**config.mk**
```make
export PLATFORM = sky130hd
export DESIGN_NAME = gf_mulred_seq
export DESIGN_NICKNAME = d
export VERILOG_FILES = /design/src/rtl/gf_pkg.sv /design/src/rtl/gf_red_step.sv /design/src/rtl/gf_mulred_seq.sv
export SDC_FILE = /design/constraint.sdc
export NUM_CORES = 1
export LEC_CHECK = 0
export ABC_AREA = 1
export BUFFER_PORTS_ARGS = -buffer_cell sky130_fd_sc_hd__buf_2
export CORE_MARGIN = 5
export CORE_UTILIZATION = 30
export DETAILED_ROUTE_END_ITERATION = 16
export GPL_ROUTABILITY_DRIVEN = 0
export SYNTH_ARGS = -nofsm -noshare
export SYNTH_HDL_FRONTEND = slang
export SYNTH_SLANG_ARGS = --single-unit
```
**constraint.sdc**
```tcl
create_clock -name clk -period 3.97 [get_ports clk]
set_clock_uncertainty 0.2 [all_clocks]
set_input_delay 0.794 -clock clk [delete_from_list [all_inputs] [get_ports clk]]
set_output_delay 0.794 -clock clk [all_outputs]
set_load 0.02 [all_outputs]
```
**src/rtl/gf_pkg.sv**
```systemverilog
// Shared definitions for the digit-serial GF(2^k) reduce / multiply-reduce unit.
package gf_pkg;

  // Per-transaction operation select
  localparam logic GF_MODE_REDUCE = 1'b0;
  localparam logic GF_MODE_MULRED = 1'b1;

  // Controller states
  typedef enum logic [1:0] {
    ST_IDLE = 2'd0,
    ST_RUN  = 2'd1,
    ST_DONE = 2'd2
  } gf_state_e;

  // A field degree is usable when it lies in [2, max_k]
  function automatic logic grade_ok(input int k, input int max_k);
    return (k >= 2) && (k <= max_k);
  endfunction

endpackage

```
**src/rtl/gf_red_step.sv**
```systemverilog
// One coefficient step of MSB-first polynomial reduction / multiply-reduction.
// REDUCE : acc' = (acc<<1 | bit) mod p
// MULRED : acc' = ((acc<<1) mod p) ^ (bit ? a : 0)
// poly_i carries p[k-1:0] plus bit k set (when k < DW), so a single xor both
// folds the overflow back in and clears the overflow bit. For k == DW the
// overflow bit falls outside the returned slice, which has the same effect.
module gf_red_step
  import gf_pkg::*;
#(
  parameter int DW = 10,
  parameter int GW = 5
) (
  input  logic [DW-1:0] acc_i,
  input  logic          bit_i,
  input  logic [DW-1:0] poly_i,
  input  logic [GW-1:0] grade_i,
  input  logic          mode_i,
  input  logic [DW-1:0] a_i,
  output logic [DW-1:0] acc_o
);

  logic [DW:0]   shifted;
  logic          top_set;
  logic [DW-1:0] reduced;

  // Shift in the next coefficient, reduce on overflow at bit k, then add a
  always_comb begin
    shifted = {acc_i, (mode_i == GF_MODE_REDUCE) ? bit_i : 1'b0};
    top_set = 1'b0;
    for (int j = 0; j <= DW; j++) begin
      if (int'(grade_i) == j) top_set = shifted[j];
    end
    reduced = top_set ? (shifted[DW-1:0] ^ poly_i) : shifted[DW-1:0];
    acc_o   = reduced;
    if ((mode_i == GF_MODE_MULRED) && bit_i) acc_o = reduced ^ a_i;
  end

endmodule

```
**src/rtl/gf_mulred_seq.sv**
```systemverilog
// Digit-serial GF(2^k) unit: REDUCE (2k-bit operand mod p) or MULREDUCE
// (a*b mod p), DIGIT coefficient bits per cycle, valid/ready on both sides.
// The operand is left-aligned in a shift register on accept so the next
// coefficient to consume is always at the top; bits above the used range
// are shifted out during that alignment.
module gf_mulred_seq
  import gf_pkg::*;
#(
  parameter int DATA_WIDTH = 10,
  parameter int DIGIT      = 2
) (
  input  logic                        clk,
  input  logic                        rst_n,
  input  logic                        in_valid,
  output logic                        in_ready,
  input  logic                        mode,
  input  logic [$clog2(DATA_WIDTH):0] polyn_grade,
  input  logic [DATA_WIDTH:0]         polyn_red_in,
  input  logic [2*DATA_WIDTH-1:0]     reduc_in,
  input  logic [DATA_WIDTH-1:0]       a_in,
  input  logic [DATA_WIDTH-1:0]       b_in,
  output logic                        out_valid,
  input  logic                        out_ready,
  output logic [DATA_WIDTH-1:0]       out,
  output logic                        err
);

  localparam int GW = $clog2(DATA_WIDTH) + 1;
  localparam int OW = 2 * DATA_WIDTH;
  localparam int CW = $clog2(OW + 1);

  gf_state_e             state_q, state_d;
  logic                  mode_q, mode_d;
  logic [GW-1:0]         k_q, k_d;
  logic [DATA_WIDTH-1:0] p_q, p_d;
  logic [DATA_WIDTH-1:0] a_q, a_d;
  logic [DATA_WIDTH-1:0] acc_q, acc_d;
  logic [DATA_WIDTH-1:0] out_q, out_d;
  logic                  err_q, err_d;
  logic [OW-1:0]         opnd_q, opnd_d;
  logic [CW-1:0]         rem_q, rem_d;

  logic [DATA_WIDTH-1:0] acc_chain [DIGIT+1];
  logic [DATA_WIDTH-1:0] step_out  [DIGIT];
  logic [DIGIT-1:0]      stage_en;

  // Bit k of p is implied to be 1, so the top input bit never carries information
  logic                  unused_p_top;
  assign unused_p_top = polyn_red_in[DATA_WIDTH];

  assign in_ready  = (state_q == ST_IDLE);
  assign out_valid = (state_q == ST_DONE);
  assign out       = out_q;
  assign err       = err_q;

  assign acc_chain[0] = acc_q;

  // DIGIT chained steps; a stage past the remaining bit count passes acc through
  generate
    for (genvar gi = 0; gi < DIGIT; gi++) begin : g_stage
      assign stage_en[gi] = (gi < int'(rem_q));

      gf_red_step #(
        .DW (DATA_WIDTH),
        .GW (GW)
      ) u_step (
        .acc_i   (acc_chain[gi]),
        .bit_i   (opnd_q[OW-1-gi]),
        .poly_i  (p_q),
        .grade_i (k_q),
        .mode_i  (mode_q),
        .a_i     (a_q),
        .acc_o   (step_out[gi])
      );

      assign acc_chain[gi+1] = stage_en[gi] ? step_out[gi] : acc_chain[gi];
    end
  endgenerate

  // Controller: accept and align operands, run the digit chain, hold the result
  always_comb begin
    int kin;
    state_d = state_q;
    mode_d  = mode_q;
    k_d     = k_q;
    p_d     = p_q;
    a_d     = a_q;
    acc_d   = acc_q;
    out_d   = out_q;
    err_d   = err_q;
    opnd_d  = opnd_q;
    rem_d   = rem_q;
    kin     = int'(polyn_grade);

    case (state_q)
      ST_IDLE: begin
        if (in_valid) begin
          mode_d = mode;
          k_d    = polyn_grade;
          acc_d  = '0;
          if (grade_ok(kin, DATA_WIDTH)) begin
            for (int j = 0; j < DATA_WIDTH; j++) begin
              p_d[j] = (j < kin) ? polyn_red_in[j] : (j == kin);
              a_d[j] = a_in[j] & (j < kin);
            end
            if (mode == GF_MODE_MULRED) begin
              opnd_d = {b_in, {DATA_WIDTH{1'b0}}} << (DATA_WIDTH - kin);
              rem_d  = CW'(kin);
            end else begin
              opnd_d = reduc_in << (OW - 2 * kin);
              rem_d  = CW'(2 * kin);
            end
            state_d = ST_RUN;
          end else begin
            out_d   = '0;
            err_d   = 1'b1;
            state_d = ST_DONE;
          end
        end
      end
      ST_RUN: begin
        acc_d  = acc_chain[DIGIT];
        opnd_d = opnd_q << DIGIT;
        if (int'(rem_q) <= DIGIT) begin
          rem_d   = '0;
          out_d   = acc_chain[DIGIT];
          err_d   = 1'b0;
          state_d = ST_DONE;
        end else begin
          rem_d = rem_q - CW'(DIGIT);
        end
      end
      ST_DONE: begin
        if (out_ready) state_d = ST_IDLE;
      end
      default: state_d = ST_IDLE;
    endcase
  end

  // State and datapath registers; reset aborts any transaction in flight
  always_ff @(posedge clk or negedge rst_n) begin
    if (!rst_n) begin
      state_q <= ST_IDLE;
      mode_q  <= 1'b0;
      k_q     <= '0;
      p_q     <= '0;
      a_q     <= '0;
      acc_q   <= '0;
      out_q   <= '0;
      err_q   <= 1'b0;
      opnd_q  <= '0;
      rem_q   <= '0;
    end else begin
      state_q <= state_d;
      mode_q  <= mode_d;
      k_q     <= k_d;
      p_q     <= p_d;
      a_q     <= a_d;
      acc_q   <= acc_d;
      out_q   <= out_d;
      err_q   <= err_d;
      opnd_q  <= opnd_d;
      rem_q   <= rem_d;
    end
  end

endmodule
```
=== Yosys cells after proc, flatten, opt, wreduce, memory -nomap -nowiden ===
Index checks and enable logic that the tools add are counted.

* $add $sub $neg: 3
* $lt $le $gt $ge: 15
* Equality and inequality tests: 26
* Shift-type cells: 2
* Muxes and demuxes: 64
* Bitwise gates (word level): 14
* Reduce and logical (&&, ||, !) cells: 13

{| class="wikitable"
|+ Operators with widths
! cell !! count
|-
| $mux W10 || 10
|-
| $shl A20 B32 Y20 || 2
|-
| $mux W20 || 3
|-
| $pmux W10 S2 || 2
|-
| $pmux W20 S2 || 1
|-
| $xor A10 B10 Y10 || 4
|-
| $mux W1 || 37
|-
| $eq A4 B5 Y1 const A || 4
|-
| $eq A5 B4 Y1 const B || 4
|-
| $lt A1 B5 Y1 const A || 4
|-
| $lt A3 B5 Y1 const A || 4
|-
| $mux W5 || 4
|-
| $eq A5 B5 Y1 const B || 3
|-
| $and A1 B1 Y1 || 10
|-
| $eq A3 B5 Y1 const A || 2
|-
| $eq A5 B3 Y1 const B || 2
|-
| $eq A5 B5 Y1 const A || 2
|-
| $logic_not A5 Y1 || 2
|-
| $lt A2 B5 Y1 const A || 2
|-
| $lt A4 B5 Y1 const A || 2
|-
| $pmux W5 S2 || 1
|-
| $reduce_and A3 Y1 || 3
|-
| $mux W2 || 4
|-
| $sub A5 B6 Y7 const A || 1
|-
| other kinds (18) || 24
|}

* Flip-flop bits (word level): 74
* Bits of input ports: 61
* Output and inout bits: 13
* Word-level logic and storage cells: 147

=== Depth between registers and ports, before layout ===
Gate-level depths: netlist of the first run.

* Depth in word-level cells: 32
* Depth in mapped cells: 29
* Gate-level depth less buffers: 28

=== Cells and area by module ===
From an unflattened synthesis of the first run, not the netlist that was laid out.

* Cells, all modules: 960
* Area, all modules: 6107.1 um^2

{| class="wikitable"
|+ Modules (own cells, without submodules)
! module !! instances !! cells each !! area each (um^2) !! seq. area each (um^2)
|-
| gf_mulred_seq || 1 || 690 || 4818.4 || 1851.8
|-
| gf_red_step || 2 || 135 || 644.4 || 0.0
|}

=== Worst setup path before layout of the first run ===
OpenSTA, ideal clock, no wires.

* Path kind: input to register
* Start: input port polyn_grade[0]
* End: register opnd_q[18]
* Library setup time: 0.087 ns
* Arrival time: 3.207 ns
* Data required time: 3.683 ns
* Slack: 0.476 ns
* Stages: 13
* Cell sequence: clkbuf_1 -> inv_2 -> clkbuf_1 -> buf_1 -> ha_1 -> clkbuf_1 -> clkinv_1 -> clkbuf_1 -> nand2_1 -> o21ai_0 -> a2111oi_0 -> o21ai_1 -> a22oi_1

* Longest elaborated chain between the ends: 6
* Elaborated cells between the ends (all ways): 13

{| class="wikitable"
|+ RTL lines
! what !! line !! text
|-
| start: declaration || gf_mulred_seq.sv:17 || <nowiki>input logic [$clog2(DATA_WIDTH):0] polyn_grade,</nowiki>
|-
| $sub A5 B6 Y7 or $sub A4 B5 Y6 (tied branches) || gf_mulred_seq.sv:110, gf_mulred_seq.sv:107 ||
|-
| $shl A20 B32 Y20, on equally long branches || gf_mulred_seq.sv:110, gf_mulred_seq.sv:107 ||
|-
| $mux W20 || gf_mulred_seq.sv:106 || <nowiki>if (mode == GF_MODE_MULRED) begin</nowiki>
|-
| $mux W20 || gf_mulred_seq.sv:101 || <nowiki>if (grade_ok(kin, DATA_WIDTH)) begin</nowiki>
|-
| $mux W20 || gf_mulred_seq.sv:97 || <nowiki>if (in_valid) begin</nowiki>
|-
| $pmux W20 S2 || gf_mulred_seq.sv:95 || <nowiki>case (state_q)</nowiki>
|-
| end signal: assignment || gf_mulred_seq.sv:162 || <nowiki>opnd_q <= opnd_d;</nowiki>
|-
| end: declaration || gf_mulred_seq.sv:40 || <nowiki>logic [OW-1:0] opnd_q, opnd_d;</nowiki>
|}

Parallel ways exist; a longest one is shown, timed or not. The select of a mux whose other input is x is not followed.
A chain may end at the register's enable or synchronous reset.

=== Final worst setup path of the first run ===
* Start: register k_q[4]
* End: register out_q[6] (netlist: out[6])

* Longest elaborated chain between the ends: 32
* Elaborated cells between the ends (all ways): 44

{| class="wikitable"
|+ RTL lines
! what !! line !! text
|-
| start: declaration || gf_mulred_seq.sv:34 || <nowiki>logic [GW-1:0] k_q, k_d;</nowiki>
|-
| start signal: assignment || gf_mulred_seq.sv:156 || <nowiki>k_q <= k_d;</nowiki>
|-
| $logic_not A5 Y1 || gf_red_step.sv:31 || <nowiki>if (int'(grade_i) == j) top_set = shifted[j];</nowiki>
|-
| $mux W1 (11 in a row) || gf_red_step.sv:31 ||
|-
| $mux W10 || gf_red_step.sv:33 || <nowiki>reduced = top_set ? (shifted[DW-1:0] ^ poly_i) : shifted[DW-1:0];</nowiki>
|-
| $xor A10 B10 Y10 || gf_red_step.sv:35 || <nowiki>if ((mode_i == GF_MODE_MULRED) && bit_i) acc_o = reduced ^ a_i;</nowiki>
|-
| $mux W10 || gf_red_step.sv:35 ||
|-
| $mux W10 || gf_mulred_seq.sv:76 || <nowiki>assign acc_chain[gi+1] = stage_en[gi] ? step_out[gi] : acc_chain[gi];</nowiki>
|-
| $mux W1 (10 in a row) || gf_red_step.sv:31 ||
|-
| $mux W10 || gf_red_step.sv:33 ||
|-
| $xor A10 B10 Y10 || gf_red_step.sv:35 ||
|-
| $mux W10 || gf_red_step.sv:35 ||
|-
| $mux W10 (*) || gf_mulred_seq.sv:76 ||
|-
| $mux W10 (*) || gf_mulred_seq.sv:124 || <nowiki>if (int'(rem_q) <= DIGIT) begin</nowiki>
|-
| $pmux W10 S2 (*) || gf_mulred_seq.sv:95 ||
|-
| end signal: assignment || gf_mulred_seq.sv:160 || <nowiki>out_q <= out_d;</nowiki>
|-
| end: declaration || gf_mulred_seq.sv:38 || <nowiki>logic [DATA_WIDTH-1:0] out_q, out_d;</nowiki>
|}

Every way passes the cells marked *; elsewhere a longest branch is shown, timed or not. The select of a mux whose other input is x is not followed.

==> flow_summary.json, run 1 <==
{
  "cts_max_level": 3,
  "combPwrFrac": 0.533,
  "cts_setup_buffers": 0,
  "nNetsFinal": 1013,
  "drive_gt1_frac": 0.169,
  "cts_resized": 0,
  "p_int_mw": 2.50,
  "cts.clk_slew.worst_paths_ns": 0.06,
  "crit_fanout": 20,
  "synth_common_cells": "nand2_1 (222), inv_1 (89), o21ai_0 (85)",
  "synth_edf_count": 0,
  "p_sw_mw": 2.29,
  "clk_latency_ns": 0.34,
  "seqPwrFrac": 0.279,
  "grt_overflow": 0,
  "worst_setup_path_start_kind": "flop",
  "yosys-top-cells-area": "dfrtp_1 (32%), nand2_1 (14%), o21ai_0 (7.3%)",
  "ys_warn_count": 0,
  "fill_cells": 2129,
  "synth.cell_area_um2": 5850,
  "endpoint_kind": "flop",
  "grt_first_pass_wirelength_um": 29100,
  "multiInputGateArea_um2": 3420,
  "peakVddDrop_mv": 0.308,
  "r2r_cells": 22,
  "crit_arrival_ns": 3.46,
  "ys_seq_elements": 74,
  "path_class": "flop to flop",
  "cp.depth": 22,
  "grt_pass1_vias": 5795,
  "wl_per_cell_um": 14.4,
  "row_count": 51,
  "critPathTopFamily": "simple AND/OR/NAND/NOR gates",
  "placedCellCount": 1198,
  "drt_first_pass_iters": 5,
  "instances_no_fill": 1214,
  "die_w_um": 150,
  "status": "completed",
  "drv_cap": 0,
  "place.detailed.hpwl_um": 13700,
  "io_buffers": 72,
  "finalWirelength_um": 17500,
  "drt_iter0_drc": 362,
  "yosysTopAreaCell": "dfrtp_1",
  "cp.required_ns": 4.00,
  "numCtsBuffers": 9,
  "regArea_um2": 1850,
  "maxSlewHeadroom": 0.365,
  "n_antenna_cell": 0,
  "ys.flop_type": "dfrtp_1",
  "fmax_mhz": 291,
  "switching_share": 0.479,
  "critical_path.max_stage_delay_ns": 0.46,
  "worstMarginPinSlew_ns": 0.953,
  "root_buffer": "clkbuf_16",
  "die_area_um2": 22400,
  "syn-num-nets": 952,
  "cts_tree": "built",
  "io-pin-count": 74,
  "grt_max_degree": 75,
  "critPathLaunch": "k_q[4]",
  "route.detailed.drc": 0,
  "crit_chain": "nor3_1 -> nand2_1 -> nand2_1 -> o21bai_1 -> nand2_1 -> nand2_1 -> nand2_2 -> nand2_4 -> nand2_4 -> nand2_2 -> o21ai_1 -> nand2_1 -> o21ai_2 -> a21oi_1 -> nand4_1 -> nand2_1 -> nand2_2 -> nand3_2 -> nand2_1 -> nand3_1 -> nand3_1 -> nand2_1",
  "setup_viol": 0,
  "vias": 5942,
  "viasPerCell": 4.89,
  "grtUsageTotal": 0.162,
  "rr_startpoint": "k_q[4]",
  "synth_top_area_frac": 0.317,
  "slowest_stage": "dfrtp_1",
  "yosysMostFrequentCell": "nand2_1",
  "hold_start": "out[2]",
  "tns_ns": 0,
  "syn2layout_area_growth_pct": 16.9,
  "dieHeight_um": 150,
  "rsz0062_at_grt": "false",
  "antenna_found_initial": 0,
  "slew_viol_final": 0,
  "ys_seq_area_frac": 0.317,
  "pwr-share-clk": 0.188,
  "cts_hold_buf": 0,
  "power_density_nw_per_um2": 700,
  "hold_viol": 0,
  "period_share": 0.866,
  "fin_crit_ns": 3.44,
  "ys_types": 50,
  "holdPathStages": 2,
  "hold_path.class": "flop to flop",
  "start_util": 0.303,
  "clock_path_buffers": 2,
  "postRouteAntennaNets": 0,
  "synthCells": 883,
  "clock-sinks": 74,
  "p_leak_nw": 3.36,
  "syn_area_per_cell_um2": 6.63,
  "coreArea_um2": 19300,
  "crit_path_frequent_cell": "nand2_1",
  "final_core_util": 0.354,
  "async_flop_share": 1.00,
  "path_buf_inv": 0
}
-- layout make-up --
cell class	count	share of cell area
clock buffer	12	0.0375
clock inverter	4	0.0108
inverter	105	0.0576
multi-input combinational	662	0.500
sequential	74	0.271
tap	265	0.0485
timing repair buffer	92	0.0750
-- power by group through the flow --
| stage | Combinational [mW] | Sequential, mW | Clock [mW] |
|---|---|---|---|
| finish | 2.55 | 1.33 | 0.901 |
| global route | 2.92 | 1.38 | 0.947 |
| CTS | 2.58 | 1.33 | 0.921 |
| detailed placement | 2.57 | 1.35 | 0 |
| global placement | 2.53 | 1.33 | 0 |
| floorplan | 1.91 | 1.32 | 0 |
-- worst paths after layout --
kind                               end  slack, ns
worst max register to register  out[6]       0.53
min in group asynchronous       a_q[9]       0.38
worst max-delay path            out[6]       0.53
max in group asynchronous       out[3]       2.55
worst min-delay path            out[2]       0.27
worst min register to register  out[2]       0.27
-- through the flow --
step	instance area (um^2)	hold WS, ns	power, mW	worst slack, ns
global route	6840	0.298	5.25	0.210
finish	6840	0.274	4.79	0.534
global placement	6510	0.263	3.87	0.602
CTS	6840	0.278	4.84	0.533
detailed placement	6510	0.262	3.92	0.553
floorplan	5850	0.253	3.23	0.476
-- tightest hold or removal path, stage by stage, from the launching register on --
cell and delay, ns:
dfrtp_1 0.34, nand2_1 0.05, nand2_1 0.05
-- logic make-up after synthesis --
logic type               Yosys count  synth area share
AND/OR/NAND/NOR                  431             0.334
multiplexers                       4           0.00727
XOR/XNOR                          26            0.0389
flip-flops                        74             0.317
AO/OA/AOI/OAI                    193             0.187
adder cells (fa/ha/maj)            8            0.0171
buffers and inverters            147            0.0994
-- placed cells by master (no fill, tap or decap), drive strengths merged, types with 5 or more instances in the layout --
cell type and n:
buf 92, nand4 21, nor3 10, ha 8, a22oi 6, a31oi 8
o211ai 8, a21oi 48, clkbuf 12, xor2 25, nor2 87, nand2 229
o22ai 5, o21ai 102, nand3 75, inv 102, clkinv 5, dfrtp 74
-- state kept, by name (all words and copies together), names as in the netlist --
| signal | count |
|---|---|
| a_q | 10 |
| acc_q | 10 |
| err | 1 |
| k_q | 5 |
| mode_q | 1 |
| opnd_q | 20 |
| out | 10 |
| p_q | 10 |
| rem_q | 5 |
| state_q | 2 |
-- metal layers --
| layer | up-vias | part of all wire | GRT usage |
|---|---|---|---|
| met5 | - | 0 | 0 |
| met4 | 0 | 0.024 | 0.0508 |
| met3 | 34 | 0.032 | 0.0303 |
| met2 | 127 | 0.50 | 0.283 |
| met1 | 2745 | 0.44 | 0.203 |
| li1 | 3036 | - | - |
Power figures use the tool's default switching activity.
==> run 2, diff against run 1 <==
- ABC_AREA: 1 -> not set
- CELL_PAD_IN_SITES_DETAIL_PLACEMENT: not set -> 0
- CELL_PAD_IN_SITES_GLOBAL_PLACEMENT: not set -> 2
- PLACE_DENSITY_LB_ADDON: not set -> 0.1
==> run 2 against run 1 <==
Net effect: combinational power rose by 37%; worst setup slack got worse by 0.34 ns; utilization rose by 0.16 points; non-clock buffer count rose by 16; register-to-register slack got worse by 0.34 ns; wire length rose by 32%; total power rose by 24%; clock-buffer cell count fell by 2; critical path type unchanged; largest power group unchanged; highest routed layer unchanged.
==> flow_summary.json, run 2 <==
{
  "slew_viol_final": 0,
  "dieHeight_um": 155,
  "crit_chain": "buf_4 -> buf_4 -> a211oi_2 -> or2_2 -> or4_1 -> a41oi_1 -> o221a_2 -> o31ai_4 -> buf_4 -> and4_1 -> or4_4 -> o21ai_2",
  "critical_path.max_stage_delay_ns": 0.56,
  "cts_tree": "built",
  "route.detailed.drc": 0,
  "finalPower_mw": 5.94,
  "drive_gt1_frac": 0.206,
  "final_core_util": 0.355,
  "clk_latency_ns": 0.35,
  "worstMarginPinSlew_ns": 1.02,
  "regArea_um2": 1850,
  "antenna_found_initial": 0,
  "mostFrequentLayoutCell": "nand2_1",
  "grt_pass1_vias": 6339,
  "critPathLaunch": "k_q[0]",
  "dpl_worst_slack_ns": 0.0770,
  "critPathTopFamily": "simple AND/OR/NAND/NOR gates",
  "syn-num-nets": 867,
  "rr_startpoint": "k_q[0]",
  "hold_path.class": "flop to flop",
  "yosysMostFrequentCell": "nand2_1",
  "hold_start": "out[1]",
  "clock-sinks": 74,
  "io_buffers": 72,
  "status": "completed",
  "path_class": "flop to flop",
  "r2r_slack_ns": 0.19,
  "power_density_nw_per_um2": 801,
  "grt_max_degree": 75,
  "yosys-top-cells-area": "dfrtp_1 (29%), nand2_1 (7.1%), mux2i_1 (4.8%)",
  "ys_warn_count": 0,
  "ys_seq_elements": 74,
  "synth.cell_area_um2": 6310,
  "r2r-end": "out[1]",
  "mostFrequentLayoutCells": "nand2_1 (119), nor2_1 (78), dfrtp_1 (73)",
  "synth_common_cells": "nand2_1 (119), nor2_1 (78), dfrtp_1 (74)",
  "viasPerCell": 5.55,
  "cp.required_ns": 4.05,
  "endpoint_kind": "flop",
  "ys.flop_type": "dfrtp_1",
  "finalWirelength_um": 23100,
  "clock_path_buffers": 2,
  "start_util": 0.302,
  "root_buffer": "clkbuf_16",
  "hold_viol": 0,
  "cts_setup_buffers": 0,
  "top_register": "opnd_q",
  "crit_end": "out[1]",
  "synth_edf_count": 0,
  "fin_crit_ns": 3.78,
  "postPlaceCellArea_um2": 7080,
  "instances_no_fill": 1135,
  "fmax_mhz": 264,
  "synthCells": 798,
  "ys_types": 90,
  "setup_slack_ns": 0.189,
  "period_share": 0.952,
  "maxSlewHeadroom": 0.321,
  "numCtsBuffers": 9,
  "p_leak_nw": 3.07,
  "tns_ns": 0,
  "r2r_cells": 12,
  "largest_reg_flops": 20,
  "cts_max_level": 3,
  "worst_setup_path_start_kind": "flop",
  "row_count": 53,
  "die_w_um": 155,
  "rsz0062_at_grt": "false",
  "postRouteAntennaNets": 0,
  "path_buf_inv": 3,
  "die_area_um2": 24000,
  "crit_arrival_ns": 3.86,
  "ys_seq_area_frac": 0.293,
  "grt_first_pass_wirelength_um": 36200,
  "slowest_stage": "or4_1",
  "setup_viol": 0,
  "drt_iter0_drc": 373,
  "wl_per_cell_um": 20.3,
  "final_area_um2": 7420,
  "place.detailed.hpwl_um": 17800,
  "crit_path_frequent_cell": "buf_4",
  "grtUsageTotal": 0.191,
  "io-pin-count": 74,
  "worst_hold_slack_ns": 0.276,
  "cts.clk_slew.worst_paths_ns": 0.06,
  "crit_fanout": 11,
  "cts_hold_buf": 0,
  "nNetsFinal": 924,
  "drv_cap": 0,
  "grt_overflow": 0,
  "syn_area_per_cell_um2": 7.91,
  "syn2layout_area_growth_pct": 17.6,
  "placedCellCount": 1119,
  "cp.depth": 12,
  "peakVddDrop_mv": 0.281,
  "synth_top_area_frac": 0.293,
  "n_antenna_cell": 0,
  "fill_cells": 2214,
  "yosysTopAreaCell": "dfrtp_1",
  "multiInputGateArea_um2": 4170,
  "drt_first_pass_iters": 5,
  "async_flop_share": 1.00,
  "vias": 6304,
  "coreArea_um2": 20900
}
==> run 2: cells by family after synthesis <==
group	after synthesis	synth area share
AOI/OAI and AO/OA	232	0.254
buffers and inverters	77	0.0523
adders and majority gates	8	0.0159
DFF	74	0.293
muxes	44	0.0851
and+or+nand+nor	337	0.263
xor gates and xnor gates	26	0.0361
==> run 2: power by group <==
part	switching, mW	leakage, nW	internal [mW]
clock	0.353	0.153	0.554
sequential	0.440	0.940	1.10
combinational	2.12	1.98	1.38
==> run 2: what timing repair did <==
action,CTS,global route
hold endpoints to repair,0,0
gates resized for setup,0,6
setup endpoints to repair,0,14
==> run 2: worst reg2reg max path, delay by kind of cell, from the launching register on <==
family,cells,cell delay [ns]
AND/OR/NAND/NOR,4,1.65
AO/OA/AOI/OAI,5,0.80
buffers and inverters,3,0.57
flip-flops,1,0.50
==> run 2: final cells by class <==
| cell class | instances | area share |
|---|---|---|
| multi-input cells | 647 | 0.561 |
| well taps | 275 | 0.0464 |
| clock buffers | 10 | 0.0308 |
| clock inverters | 6 | 0.0121 |
| repair buffers | 108 | 0.0920 |
| inverters | 15 | 0.00758 |
| flip-flops and latches | 74 | 0.250 |
==> run 2: how the worst min path moves through the flow <==
| stage | end | cells after the start |
|---|---|---|
| 2_1_floorplan | a_q[0] | 2 |
| 3_3_place_gp | out[7] | 2 |
| 3_5_place_dp | out[1] | 2 |
| 4_1_cts | out[1] | 2 |
| 5_1_grt | out[1] | 2 |
| 6_report | out[1] | 2 |
==> run 2: metal layers <==
layer	up-vias	global-route usage	routed length, um	share of wire
li1	3058	-	-	-
met1	3055	0.251	10500	0.46
met2	154	0.323	11100	0.48
met3	37	0.0214	705	0.031
met4	0	0.0753	748	0.032
met5	-	0	0	0
